===== src/rtl/seg_addsub.sv =====
// seg_addsub: segmented two's-complement adder/subtractor.
// The carry chain is cut into SEG-bit slices and one slice is added per clock,
// so the combinational path is one SEG-bit adder regardless of WIDTH.
// Optional feature macro: SEG_ADDSUB_OVF_EN (signed overflow flag on ovf).
module seg_addsub #(
  parameter int WIDTH = 26,
  parameter int SEG   = 8
) (
  input  logic             clk,
  input  logic             rst,
  input  logic             in_valid,
  output logic             in_ready,
  input  logic [WIDTH-1:0] a,
  input  logic [WIDTH-1:0] b,
  input  logic             sub,
  output logic             out_valid,
  input  logic             out_ready,
  output logic [WIDTH-1:0] result,
  output logic             cout,
  output logic             ovf
);

  localparam int NSEG  = (WIDTH + SEG - 1) / SEG;
  localparam int KW    = (NSEG > 1) ? $clog2(NSEG) : 1;
  // Width of the top slice; its carry-out lands on this bit of the slice sum
  // because the padding above WIDTH is zero in both operands.
  localparam int LASTW = WIDTH - (NSEG - 1) * SEG;
  localparam logic [KW-1:0] K_LAST = KW'(NSEG - 1);

  typedef enum logic [1:0] {
    S_IDLE,
    S_RUN,
    S_DONE
  } state_t;

  state_t           r_state;
  state_t           w_state_next;
  logic [WIDTH-1:0] r_a;
  logic [WIDTH-1:0] r_b;        // already inverted for subtraction
  logic             r_sub;
  logic             r_carry;
  logic [KW-1:0]    r_k;
  logic [WIDTH-1:0] r_result;
  logic             r_cout;

  logic [SEG-1:0]   w_a_seg [NSEG];
  logic [SEG-1:0]   w_b_seg [NSEG];
  logic [SEG-1:0]   w_a_slice;
  logic [SEG-1:0]   w_b_slice;
  logic [SEG:0]     w_sum;
  logic             w_carry_out;
  logic             w_last;
  logic [WIDTH-1:0] w_result_next;

  // Split the latched operands into zero-padded slices.
  for (genvar gs = 0; gs < NSEG; gs++) begin : g_seg
    for (genvar gi = 0; gi < SEG; gi++) begin : g_bit
      if (gs * SEG + gi < WIDTH) begin : g_real
        assign w_a_seg[gs][gi] = r_a[gs*SEG+gi];
        assign w_b_seg[gs][gi] = r_b[gs*SEG+gi];
      end else begin : g_pad
        assign w_a_seg[gs][gi] = 1'b0;
        assign w_b_seg[gs][gi] = 1'b0;
      end
    end
  end

  assign w_a_slice   = w_a_seg[r_k];
  assign w_b_slice   = w_b_seg[r_k];
  assign w_sum       = {1'b0, w_a_slice} + {1'b0, w_b_slice} + {{SEG{1'b0}}, r_carry};
  assign w_last      = (r_k == K_LAST);
  assign w_carry_out = w_last ? w_sum[LASTW] : w_sum[SEG];

  // Only the bits of the active slice take the new sum; the rest hold.
  for (genvar gi = 0; gi < WIDTH; gi++) begin : g_res
    localparam logic [KW-1:0] SI = KW'(gi / SEG);
    assign w_result_next[gi] = (r_state == S_RUN && r_k == SI) ? w_sum[gi % SEG]
                                                               : r_result[gi];
  end

  assign in_ready  = (r_state == S_IDLE) && !rst;
  assign out_valid = (r_state == S_DONE);
  assign result    = r_result;
  assign cout      = r_cout;

  // State register.
  always_ff @(posedge clk) begin
    if (rst) r_state <= S_IDLE;
    else     r_state <= w_state_next;
  end

  // Next-state logic.
  always_comb begin
    w_state_next = r_state;
    case (r_state)
      S_IDLE:  if (in_valid)  w_state_next = S_RUN;
      S_RUN:   if (w_last)    w_state_next = S_DONE;
      S_DONE:  if (out_ready) w_state_next = S_IDLE;
      default: w_state_next = S_IDLE;
    endcase
  end

  // Operand capture, slice carry propagation and result accumulation.
  always_ff @(posedge clk) begin
    if (rst) begin
      r_a      <= '0;
      r_b      <= '0;
      r_sub    <= 1'b0;
      r_carry  <= 1'b0;
      r_k      <= '0;
      r_result <= '0;
      r_cout   <= 1'b0;
    end else begin
      r_result <= w_result_next;
      case (r_state)
        S_IDLE: begin
          if (in_valid) begin
            r_a     <= a;
            r_b     <= sub ? ~b : b;
            r_sub   <= sub;
            r_carry <= sub;
            r_k     <= '0;
          end
        end
        S_RUN: begin
          r_carry <= w_carry_out;
          if (w_last) begin
            r_k    <= '0;
            // Subtraction reports a borrow, which is the inverted carry.
            r_cout <= w_carry_out ^ r_sub;
          end else begin
            r_k <= r_k + 1'b1;
          end
        end
        default: ;
      endcase
    end
  end

`ifdef SEG_ADDSUB_OVF_EN
  logic r_ovf;
  logic w_ovf_next;

  // With b pre-inverted for subtraction, both cases reduce to: operand signs
  // equal and result sign differs.
  assign w_ovf_next = (r_a[WIDTH-1] == r_b[WIDTH-1]) && (w_sum[LASTW-1] != r_a[WIDTH-1]);

  // Overflow flag captured alongside the top slice.
  always_ff @(posedge clk) begin
    if (rst)                             r_ovf <= 1'b0;
    else if (r_state == S_RUN && w_last) r_ovf <= w_ovf_next;
  end

  assign ovf = r_ovf;
`else
  assign ovf = 1'b0;
`endif

endmodule


===== config.mk =====
export PLATFORM = sky130hd
export DESIGN_NAME = seg_addsub
export DESIGN_NICKNAME = d
export VERILOG_FILES = /design/src/rtl/seg_addsub.sv
export SDC_FILE = /design/constraint.sdc
export NUM_CORES = 1
export LEC_CHECK = 0
export ABC_AREA = 1
export BUFFER_PORTS_ARGS = -buffer_cell sky130_fd_sc_hd__buf_2
export CORE_MARGIN = 2
export CORE_UTILIZATION = 58
export DETAILED_ROUTE_END_ITERATION = 16
export PLACE_DENSITY_LB_ADDON = 0.2
export SYNTH_ARGS = -nofsm -noshare
export SYNTH_HDL_FRONTEND = slang
export SYNTH_SLANG_ARGS = --single-unit

===== constraint.sdc =====
create_clock -name clk -period 3.6 [get_ports clk]
set_input_delay 0.18 -clock clk [delete_from_list [all_inputs] [get_ports clk]]
set_output_delay 0.18 -clock clk [all_outputs]
set_load 0.01 [all_outputs]

; Word level (Yosys, flattened, before mapping)
; Cells that the tools add are included.
[op_classes]
n_addsub = 3
n_lt_le_gt_ge = 1
n_eq_ne = 8
mux = 17
bitwise_logic = 3
reduce_logical = 13
[ops]
columns = operator, n
row1 = 8-bit binary-select mux with 2-bit select, 2
row2 = 8-bit 2-to-1 mux, 4
row3 = 26-bit 2-to-1 mux, 1
row4 = 26-bit inverter, 1
row5 = 2-bit 2-to-1 mux, 5
row6 = 8-bit by 8-bit adder with 9-bit output, 1
row7 = 9-bit by 1-bit adder with 9-bit output, 1
row8 = 2-bit equality test (second input constant), 3
row9 = 2-bit one-hot mux with 3 select lines, 1
row10 = 2-bit AND reduction, 3
row11 = 1-bit logical AND, 5
row12 = 2-bit by 1-bit equality test with 1-bit output (second input constant), 2
row13 = 2-bit logical NOT, 2
row14 = 2-bit != test (second input constant), 2
row15 = 2-bit one-hot mux with 2 select lines, 1
row16 = 3-bit >= comparator (second input constant), 1
row17 = 2-bit inverter with 3-bit output, 1
row18 = 3-bit AND reduction, 1
row19 = 2-bit by 1-bit adder with 2-bit output (second input constant), 1
row20 = 1-bit 2-to-1 mux, 2
row21 = 2-bit by 1-bit != test with 1-bit output (second input constant), 1
row22 = 1-bit one-hot mux with 2 select lines, 1
row23 = 2-bit nonzero test, 1
row24 = 1-bit logical NOT, 1
row25 = 1-bit XOR, 1
[totals]
register_bits = 85
inputBits = 57
out_inout_bits = 30
word_cells = 56

; Depth between registers and ports, before layout
; Gate-level depths: netlist of the first run.
[logic_depth]
ltp_word = 8
depth_mapped = 16
depth_no_buf = 15

; Worst setup path after synthesis of the first run
; OpenSTA, ideal clock, no wires.
[synth_timing]
path_kind = register to register
startpoint = register r_k[0]
endpoint = register r_result[6] (netlist: result[6])
setup_time_ps = 109
arrival_time_ps = 2363
required_ps = 3491
setup_slack_ps = 1128
stages_incl_launch_ff = 16
cell_sequence = dfxtp_1 -> buf_2 -> inv_1 -> buf_2 -> nand2_1 -> a32o_1 -> fa_1 -> fa_1 -> inv_1 -> nand3_1 -> nand2_1 -> nand2_1 -> nand3_1 -> nand3_1 -> nand2_1 -> inv_1
[synth_between]
elab_chain_len = 6
elab_cells_between_ends = 11
[synth_rtl]
columns = item, line_no
row1 = start: declaration, 42  ; logic [KW-1:0] r_k;
row2 = start signal: assignment, 132  ; r_k <= r_k + 1'b1;
row3 = 2-bit inverter with 3-bit output (not written as such), "68, 69"
row4 = "8-bit binary-select mux with 2-bit select, on equally long branches", "68, 69"
row5 = "8-bit 2-to-1 mux, on equally long branches (2 in a row)", "68, 69"
row6 = 8-bit by 8-bit adder with 9-bit output, 70  ; assign w_sum = {1'b0, w_a_slice} + {1'b0, w_b_slice} + {{SEG{1'b0}}, r_carry};
row7 = 9-bit by 1-bit adder with 9-bit output, 70
row8 = end signal: assignment, 114  ; r_result <= w_result_next;
row9 = end: declaration, 43  ; logic [WIDTH-1:0] r_result;
; Parallel ways exist; a longest one is shown, timed or not. The select of a mux whose other input is x is not followed.
; A chain may end at the register's enable or synchronous reset.

; Worst setup path after layout of the first run
[layout_timing]
startpoint = register r_k[0]
endpoint = register r_result[19] (netlist: result[19])
; The elaborated chain is that of the path after synthesis.

==> results of run 1 <==
cell type report:
class                   instances  area (µm²)  share of cell area (%)
well taps                      96         120                    2.51
clock inverters                 6         111                    2.32
repair buffers                 88         448                    9.35
flip-flops and latches         85        1700                    35.5
multi-input cells             369        2030                    42.4
inverters                      67         251                    5.25
clock buffers                  10         128                    2.66
flip-flops by register name, summed over array words and instances (netlist names):
register / count
cout: 1
r_a: 26
r_b: 26
r_carry: 1
r_k: 2
r_state: 2
r_sub: 1
result: 26
worst max-delay path: cells and delay by family (launching register included):
kind / cells / cell delay, ns
AOI/OAI and AO/OA: 3 / 0.35
xor gates and xnor gates: 1 / 0.26
adders and majority gates: 1 / 0.29
buffers and inverters: 3 / 0.53
DFF: 1 / 0.72
and+or+nand+nor: 4 / 0.57
routing by layer:
layer,routed length (µm),track usage (%),vias to the layer above,part of all wire [%]
met5,0,0,-,0
li1,-,-,1924,-
met4,236,10.2,0,2.4
met1,4470,34.5,1662,46
met3,575,6.00,21,5.9
met2,4390,40.6,105,45
where the power goes:
group	internal (µW)	leakage, µW	switching [µW]	total [µW]
clock network	461	0.000116	337	798
registers	1010	0.000700	46.2	1060
logic	187	0.00146	313	499
stage by stage:
stage | hold WS [ns] | area [µm²]
floorplan | 0.344 | 4190
finish | 0.0732 | 4790
global placement | 0.430 | 4550
global route | 0.0702 | 4790
detailed placement | 0.438 | 4550
CTS | 0.0672 | 4790
logic make-up after synthesis:
group / count (synthesis) / synth area share, %
other: 1 / 0.0895
buffers and inverters: 101 / 10.9
adders and majority gates: 13 / 4.24
xor gates and xnor gates: 28 / 5.85
AOI/OAI and AO/OA: 164 / 21.6
DFF: 85 / 40.6
and+or+nand+nor: 163 / 16.6
path summary, 6_finish.rpt:
path | endpoint | slack (ns) | cells past startpoint
hold / removal | r_a[22] | 0.07 | 3
hold reg to reg | r_b[1] | 0.47 | 2
setup / recovery | result[19] | 0.79 | 12
setup reg to reg | result[19] | 0.79 | 12
layout by cell type (no fill, tap or decap), drive strengths merged, types with 13 or more instances in the layout:
cell type / n
dfxtp: 85
xor2: 17
a21oi: 49
nor2: 76
inv: 67
nand3: 21
o21a: 13
o21ai: 84
buf: 88
nand2: 63
==> results.sh, run 1 <==
export IMPL_hold_class="input port to flop"
export IMPL_instances_no_fill=721
export IMPL_antenna_cells=0
export IMPL_run_status="finished, final reports clean"
export IMPL_cts_clk_slew_worst_paths_ns=0.08
export IMPL_cts_root_buf="clkbuf_8"
export IMPL_grt_pass1_vias=3479
export IMPL_cts_path_max_buffers=2
export IMPL_crit_path_max_incr_delay_ns=0.72
export IMPL_wl_per_cell_um=13.4
export IMPL_power_density_nw_per_um2=492
export IMPL_max_slew_worst_pin_slew_ns=0.776
export IMPL_peakVddDrop_uv=288
export IMPL_cts_hold_buf=0
export IMPL_preCtsSetupSlack_ns=0.829
export IMPL_ys_flop_type="dfxtp_1"
export IMPL_synth_cells=555
export IMPL_finalCritPeriodShare_pct=78.1
export IMPL_htreeDepth=3
export IMPL_setup_violations=0
export IMPL_avgSynthCellArea_um2=7.55
export IMPL_syn_nets=625
export IMPL_grt_max_degree=63
export IMPL_ant_nets=0
export IMPL_overflow=0
export IMPL_crit_path_start="r_k[0]"
export IMPL_p_leak_uw=0.00227
export IMPL_fmax_ghz=0.356
export IMPL_final_net_count=690
export IMPL_cts_inserted_buffers=9
export IMPL_start_util_pct=60.7
export IMPL_drt_iter0_drc=242
export IMPL_period_needed_ns=2.81
export IMPL_die_h_um=89.0
export IMPL_dieArea_um2=7920
export IMPL_route_detailed_drc=0
export IMPL_cts_repair_resized=0
export IMPL_vias=3712
export IMPL_place_port_buffers=85
export IMPL_max_slew_margin_pct=48.2
export IMPL_synth_warnings=0
export IMPL_slew_violations=0
export IMPL_synth_most_common_cell="dfxtp_1"
export IMPL_setup_tns_ns=0
export IMPL_r2r_start="r_k[0]"
export IMPL_min_from="a[22]"
export IMPL_ys_types=34
export IMPL_yosys_area_top_type_share_pct=40.6
export IMPL_gp_congestion=0.848
export IMPL_wirelength_mm=9.67
export IMPL_antenna_found_initial=0
export IMPL_synthTopCellsByArea="dfxtp_1 (41%), o21ai_0 (9.4%), nor2_1 (6.4%)"
export IMPL_postCtsSetupBuffers=0
export IMPL_rows=30
export IMPL_yosysSeqAreaShare_pct=40.6
export IMPL_rsz0062_at_grt="false"
export IMPL_area_delta_synth_final_pct=14.3
export IMPL_hpwl_mm=6.97
export IMPL_drv_cap=0
export IMPL_crit_fanout=27
export IMPL_yosys_register_bits=85
export IMPL_synthTopCellsByCount="dfxtp_1 (85), o21ai_0 (79), nor2_1 (72)"
export IMPL_worstSetupPathType="flop to flop"
export IMPL_worstPathRequired_ns=3.86
export IMPL_finalHoldViolCount=0
export IMPL_track_usage_pct=25.8
export IMPL_fin_skew_ns=0.00813
export IMPL_async_flop_share_pct=0
export IMPL_yosysTopAreaCell="dfxtp_1"
export IMPL_crit_top_cell="nand2_1"
export IMPL_cp_arrival_ns=3.07
export IMPL_drive_above_1_share_pct=18.4
export IMPL_dp_cells=705
export IMPL_dr_pass1_iters=4
export IMPL_clock_latency_ns=0.35
export IMPL_coreArea_um2=6910
export IMPL_cp_slowest_cell="dfxtp_1"
export IMPL_cts_sinks=85
export IMPL_worstSetupEndpointType="flop"
export IMPL_grt_pass1_wl_mm=15.8
export IMPL_finalPower_uw=2360
export IMPL_pin_count=87
export IMPL_timing_final_ws_setup_ns=0.788
export IMPL_die_x_um=89.0
export IMPL_utilization_pct=69.4
export IMPL_start_kind="flop"
export IMPL_syn_cell_area_um2=4190
export IMPL_worstPathCellList="inv_1 > buf_4 > a21oi_1 > o21ai_0 > o21ai_0 > ha_1 > or2_2 > nand2_1 > xor2_1 > nand2_1 > nand2_1 > inv_1"
export IMPL_synth_edff_count=0
export IMPL_vias_per_cell=5.15
export IMPL_cts_tree="done"
export IMPL_final_fill_count=609
(Power assumes the default switching activity.)
==> run 2: changes to the inputs <==
ABC_AREA = 0   (was 1)
CORE_UTILIZATION = 54   (was 58)
clock period = 2.8 ns   (was 3.6 ns; I/O delays follow)
==> results.sh, run 2 <==
export IMPL_utilization_pct=64.8
export IMPL_final_net_count=615
export IMPL_hold_depth=3
export IMPL_cts_tree="done"
export IMPL_power_frac_comb_pct=17.2
export IMPL_drt_iter0_drc=158
export IMPL_antenna_found_initial=0
export IMPL_grt_pass1_wl_mm=14.2
export IMPL_dieArea_um2=8160
export IMPL_track_usage_pct=21.4
export IMPL_hpwl_mm=6.40
export IMPL_max_slew_margin_pct=37.7
export IMPL_dr_pass1_iters=4
export IMPL_cts_sinks=85
export IMPL_clock_latency_ns=0.35
export IMPL_r2r_start="r_k[0]"
export IMPL_r2r_end="r_carry"
export IMPL_place_port_buffers=85
export IMPL_period_needed_ns=2.66
export IMPL_cts_inserted_buffers=9
export IMPL_synth_warnings=0
export IMPL_final_fill_count=687
export IMPL_finalHoldViolCount=0
export IMPL_route_detailed_drc=0
export IMPL_yosys_area_top_type_share_pct=42.3
export IMPL_area_delta_synth_final_pct=16.2
export IMPL_ant_nets=0
export IMPL_coreArea_um2=7210
export IMPL_async_flop_share_pct=0
export IMPL_grt_pass1_vias=3098
export IMPL_synth_cells=474
export IMPL_ys_flop_type="dfxtp_1"
export IMPL_synth_edff_count=0
export IMPL_antenna_cells=0
export IMPL_run_status="finished, final reports clean"
export IMPL_start_kind="flop"
export IMPL_cts_root_buf="clkbuf_8"
export IMPL_cts_clk_slew_worst_paths_ns=0.09
export IMPL_worstSetupEndpointType="flop"
export IMPL_drv_cap=0
export IMPL_slew_violations=0
export IMPL_setup_violations=0
export IMPL_yosysTopAreaCell="dfxtp_1"
export IMPL_rows=31
export IMPL_seq_power_share_pct=48.6
export IMPL_pin_count=87
export IMPL_vias=3390
export IMPL_worstPathRequired_ns=3.08
export IMPL_hold_class="input port to flop"
export IMPL_peakVddDrop_uv=303
export IMPL_worstSetupPathType="flop to flop"
export IMPL_p_leak_uw=0.00187
export IMPL_max_slew_worst_pin_slew_ns=0.932
export IMPL_cts_hold_buf=0
export IMPL_avgSynthCellArea_um2=8.49
export IMPL_grt_max_degree=34
export IMPL_cts_path_max_buffers=2
export IMPL_rsz0062_at_grt="false"
export IMPL_yosys_register_bits=85
export IMPL_syn_cell_area_um2=4020
export IMPL_wirelength_mm=8.66
export IMPL_final_cell_mix="nand2_1 (93), buf_2 (85), dfxtp_1 (84)"
export IMPL_die_h_um=90.3
export IMPL_r2r_cells=9
export IMPL_synthTopCellsByArea="dfxtp_1 (42%), nand2_1 (8.7%), a211oi_1 (6.9%)"
export IMPL_vias_per_cell=5.22
export IMPL_fin_skew_ns=0.00861
export IMPL_synth_most_common_cell="nand2_1"
export IMPL_syn_nets=544
export IMPL_crit_fanout=4
export IMPL_drive_above_1_share_pct=21.8
export IMPL_final_common_cell="nand2_1"
export IMPL_internal_power_uw=1980
export IMPL_die_x_um=90.3
export IMPL_power_density_nw_per_um2=583
export IMPL_wl_per_cell_um=13.3
export IMPL_htreeDepth=3
export IMPL_fmax_ghz=0.376
export IMPL_finalCritPeriodShare_pct=95.0
export IMPL_rrSetupSlack_ns=0.14
export IMPL_setup_tns_ns=0
export IMPL_min_to="r_a[3]"
export IMPL_synthTopCellsByCount="nand2_1 (93), dfxtp_1 (85), nor2_1 (48)"
export IMPL_cp_arrival_ns=2.94
export IMPL_sw_frac_of_total_pct=27.2
export IMPL_start_util_pct=55.8
export IMPL_ys_types=43
export IMPL_overflow=0
export IMPL_clockPowerShare_pct=34.2
export IMPL_min_from="a[3]"
export IMPL_gp_congestion=0.912
export IMPL_yosysSeqAreaShare_pct=42.3
export IMPL_p_switching_uw=741
-- run 2: changes by cell type in the layout (fill, tap and decap cells not counted), sizes merged, moves of 17 or more --
cell    previous run  this run
xnor2             11        28
a211oi            11        37
inv               67         9
o21ai             84        18
nand2             63        93
nor2              76        48
-- run 2: critical path, cell delays in order (launching register included) --
cell	delay, ns
dfxtp_1	0.36
mux4_2	0.34
inv_1	0.05
fa_1	0.44
fa_1	0.47
nor2b_4	0.15
o31a_2	0.15
o21ai_0	0.10
or3b_1	0.37
a31oi_1	0.16
-- run 2: layout make-up --
cell class,count,area [µm²],share of cell area (%)
Clock buffer,9,124,2.65
Multi-Input combinational cell,345,2100,44.9
Tap cell,99,124,2.65
Inverter,9,33.8,0.723
Timing Repair Buffer,95,500,10.7
Sequential cell,85,1700,36.4
Clock inverter,7,90.1,1.93
-- run 2: stage by stage --
stage          power, µW  hold WS, ns  cell area [µm²]  cells  setup WS, ns
6_report            2720       0.0142             4670    649         0.140
4_1_cts             2740      0.00807             4670    649         0.143
2_1_floorplan       1680        0.276             4020    474         0.123
5_1_grt             2850      0.00365             4670    649       0.00514
3_5_place_dp        1820        0.389             4460    633         0.144
3_3_place_gp        1810        0.381             4460    633         0.255
-- run 2: kinds of logic after synthesis --
logic type                 count (synthesis)  synth area share [%]
adders and majority gates                 13                  4.42
other                                      1                0.0932
and+or+nand+nor                          168                  17.5
AOI/OAI and AO/OA                        117                  18.4
DFF                                       85                  42.3
muxes                                     17                  5.47
xor gates and xnor gates                  29                  6.31
buffers and inverters                     44                  5.54
-- run 2: power groups by stage --
stage	logic, µW	clock network [µW]	registers, µW
2_1_floorplan	334	0	1350
3_3_place_gp	460	0	1350
3_5_place_dp	469	0	1350
4_1_cts	471	943	1320
5_1_grt	523	994	1330
6_report	468	933	1320
-- run 2: worst max path at each step --
stage	start	endpoint	slack (ns)	depth (start not counted)
2_1_floorplan	r_k[0]	r_carry	0.12	9
5_1_grt	r_k[0]	result[6]	0.005	9
3_5_place_dp	r_k[1]	r_carry	0.14	9
6_report	r_k[0]	r_carry	0.14	9
4_1_cts	r_k[1]	r_carry	0.14	9
3_3_place_gp	r_k[1]	r_carry	0.25	9
-- run 2: per-layer routing --
metal / track usage [%] / vias to the layer above / wire length [µm]
met2: 36.8 / 75 / 4160
li1: - / 1761 / -
met5: 0 / - / 0
met4: 5.64 / 0 / 99
met1: 26.8 / 1544 / 4040
met3: 5.43 / 10 / 355
-- run 2: timing repair --
item | in CTS | in global routing
endpoints found under the setup margin | 0 | 3
gates resized for setup | 0 | 1
buffers inserted | 0 | 0
==> run 3: changes to the inputs <==
BUFFER_PORTS_ARGS = not set   (was -buffer_cell sky130_fd_sc_hd__buf_2)
CELL_PAD_IN_SITES_DETAIL_PLACEMENT = 0   (was not set)
CELL_PAD_IN_SITES_GLOBAL_PLACEMENT = 1   (was not set)
CORE_UTILIZATION = 47   (was 54)
DONT_BUFFER_PORTS = 1   (was not set)
==> results.sh, run 3 (synthesis gave the netlist of run 2 again) <==
export IMPL_run_status="finished, final reports clean"
export IMPL_overflow=0
export IMPL_place_port_buffers=0
export IMPL_cts_tree="done"
export IMPL_slew_violations=0
export IMPL_grt_max_degree=86
export IMPL_fin_skew_ns=0.0173
export IMPL_utilization_pct=58.5
export IMPL_hpwl_mm=6.21
export IMPL_cp_slowest_cell="fa_1"
export IMPL_cts_root_buf="clkbuf_8"
export IMPL_antenna_found_initial=0
export IMPL_max_slew_margin_pct=40.9
export IMPL_coreArea_um2=8260
export IMPL_area_delta_synth_final_pct=20.1
export IMPL_worstSetupEndpointType="flop"
export IMPL_path_depth=9
export IMPL_worstSetupPathType="flop to flop"
export IMPL_grt_pass1_wl_mm=14.7
export IMPL_ant_nets=0
export IMPL_peakVddDrop_uv=243
export IMPL_dr_pass1_iters=6
export IMPL_min_from="b[25]"
export IMPL_finalHoldViolCount=0
export IMPL_fmax_ghz=0.377
export IMPL_worstPathRequired_ns=3.08
export IMPL_crit_fanout=6
export IMPL_hold_class="input port to flop"
export IMPL_die_h_um=96.5
export IMPL_clock_latency_ns=0.36
export IMPL_max_slew_worst_pin_slew_ns=0.884
export IMPL_wl_per_cell_um=15.0
export IMPL_r2r_cells=9
export IMPL_p_leak_uw=0.00174
export IMPL_antenna_cells=0
export IMPL_wirelength_mm=9.39
export IMPL_rsz0062_at_grt="false"
export IMPL_start_util_pct=48.7
export IMPL_cts_sinks=85
export IMPL_track_usage_pct=20.7
export IMPL_crit_path_max_incr_delay_ns=0.46
export IMPL_r2r_start="r_k[0]"
export IMPL_setup_violations=0
export IMPL_final_common_cell="nand2_1"
export IMPL_final_fill_count=756
export IMPL_cts_clk_slew_worst_paths_ns=0.09
export IMPL_final_net_count=585
export IMPL_dieArea_um2=9320
export IMPL_worst_path_buf_inv=1
export IMPL_period_needed_ns=2.65
export IMPL_r2r_end="r_carry"
export IMPL_route_detailed_drc=0
export IMPL_rrSetupSlack_ns=0.15
export IMPL_min_to="r_b[25]"
export IMPL_grt_pass1_vias=3076
export IMPL_finalCritPeriodShare_pct=94.6
export IMPL_cts_path_max_buffers=2
export IMPL_hold_depth=2
export IMPL_vias_per_cell=5.31
export IMPL_gp_congestion=0.800
export IMPL_cts_inserted_buffers=9
export IMPL_drt_iter0_drc=107
export IMPL_final_cell_mix="nand2_1 (93), dfxtp_1 (84), dlygate4sd3_1 (54)"
export IMPL_setup_tns_ns=0
export IMPL_drive_above_1_share_pct=7.31
export IMPL_cp_top_family="adder cells"
export IMPL_pin_count=87
export IMPL_drv_cap=0
export IMPL_htreeDepth=3
export IMPL_worstPathCellList="mux4_2 > inv_1 > fa_1 > fa_1 > nor2b_4 > o31a_2 > o21ai_0 > or3b_1 > a31oi_1"
export IMPL_cp_arrival_ns=2.93
export IMPL_die_x_um=96.5
export IMPL_power_density_nw_per_um2=546
export IMPL_start_kind="flop"
export IMPL_vias=3321
export IMPL_rows=33
export IMPL_crit_top_cell="fa_1"
-- run 3: cell count changes in the layout (fill, tap and decap cells not counted), sizes merged --
cell / change
buf: -84
clkinvlp: -1
clkinv: +1
clkbuf: +2
dlygate4sd3: +54
bufinv: -2
-- run 3: how the worst max path moves through the flow --
stage	from	end	slack (ns)
after floorplan	r_k[0]	r_carry	0.12
after global placement	r_k[0]	r_carry	0.19
after detailed placement	r_k[0]	r_carry	0.09
after CTS	r_k[0]	r_carry	0.09
after global routing	r_k[1]	r_carry	0.03
final	r_k[0]	r_carry	0.15
-- run 3: routing by layer --
layer / part of all wire (%) / track usage [%] / vias to the layer above
met4: 1.5 / 7.86 / 0
met5: 0 / 0 / -
met1: 45 / 25.3 / 1523
met3: 4.6 / 4.58 / 17
met2: 49 / 35.5 / 81
li1: - / - / 1700
-- run 3: worst register-to-register path: stages (launching register included) --
cell     delay, ns
dfxtp_2       0.37
mux4_2        0.34
inv_1         0.06
fa_1          0.42
fa_1          0.46
nor2b_4       0.15
o31a_2        0.16
o21ai_0       0.11
or3b_1        0.36
a31oi_1       0.16
-- run 3: repair_timing --
| item | in CTS | in global routing |
|---|---|---|
| resized for setup | 0 | 3 |
| setup buffers | 0 | 1 |
| setup endpoints to repair | 0 | 13 |
| hold endpoints to repair | 85 | 3 |
| hold buffers | 50 | 6 |
-- run 3: cell type report --
cell class / count / area [µm²] / area share (%)
clock inverters: 5 / 35.0 / 0.725
repair buffers: 65 / 668 / 13.8
multi-input cells: 345 / 2110 / 43.7
clock buffers: 11 / 151 / 3.13
inverters: 9 / 33.8 / 0.699
well taps: 105 / 131 / 2.72
flip-flops and latches: 85 / 1700 / 35.2
-- run 3: per-stage QoR --
stage / power [µW] / hold slack [ns] / setup slack (ns) / cell area (µm²) / instances
after floorplan: 1680 / 0.276 / 0.123 / 4020 / 474
after global placement: 1740 / 0.220 / 0.195 / 4040 / 552
after detailed placement: 1740 / 0.220 / 0.0894 / 4040 / 552
after CTS: 2640 / 0.00110 / 0.0852 / 4750 / 618
after global routing: 2780 / 0.00328 / 0.0341 / 4830 / 625
final: 2640 / 0.0115 / 0.151 / 4830 / 625
-- run 3: power by group --
part | internal [µW] | switching [µW]
sequential | 1280 | 51.1
clock | 371 | 447
combinational | 232 | 256
total | 1890 | 754
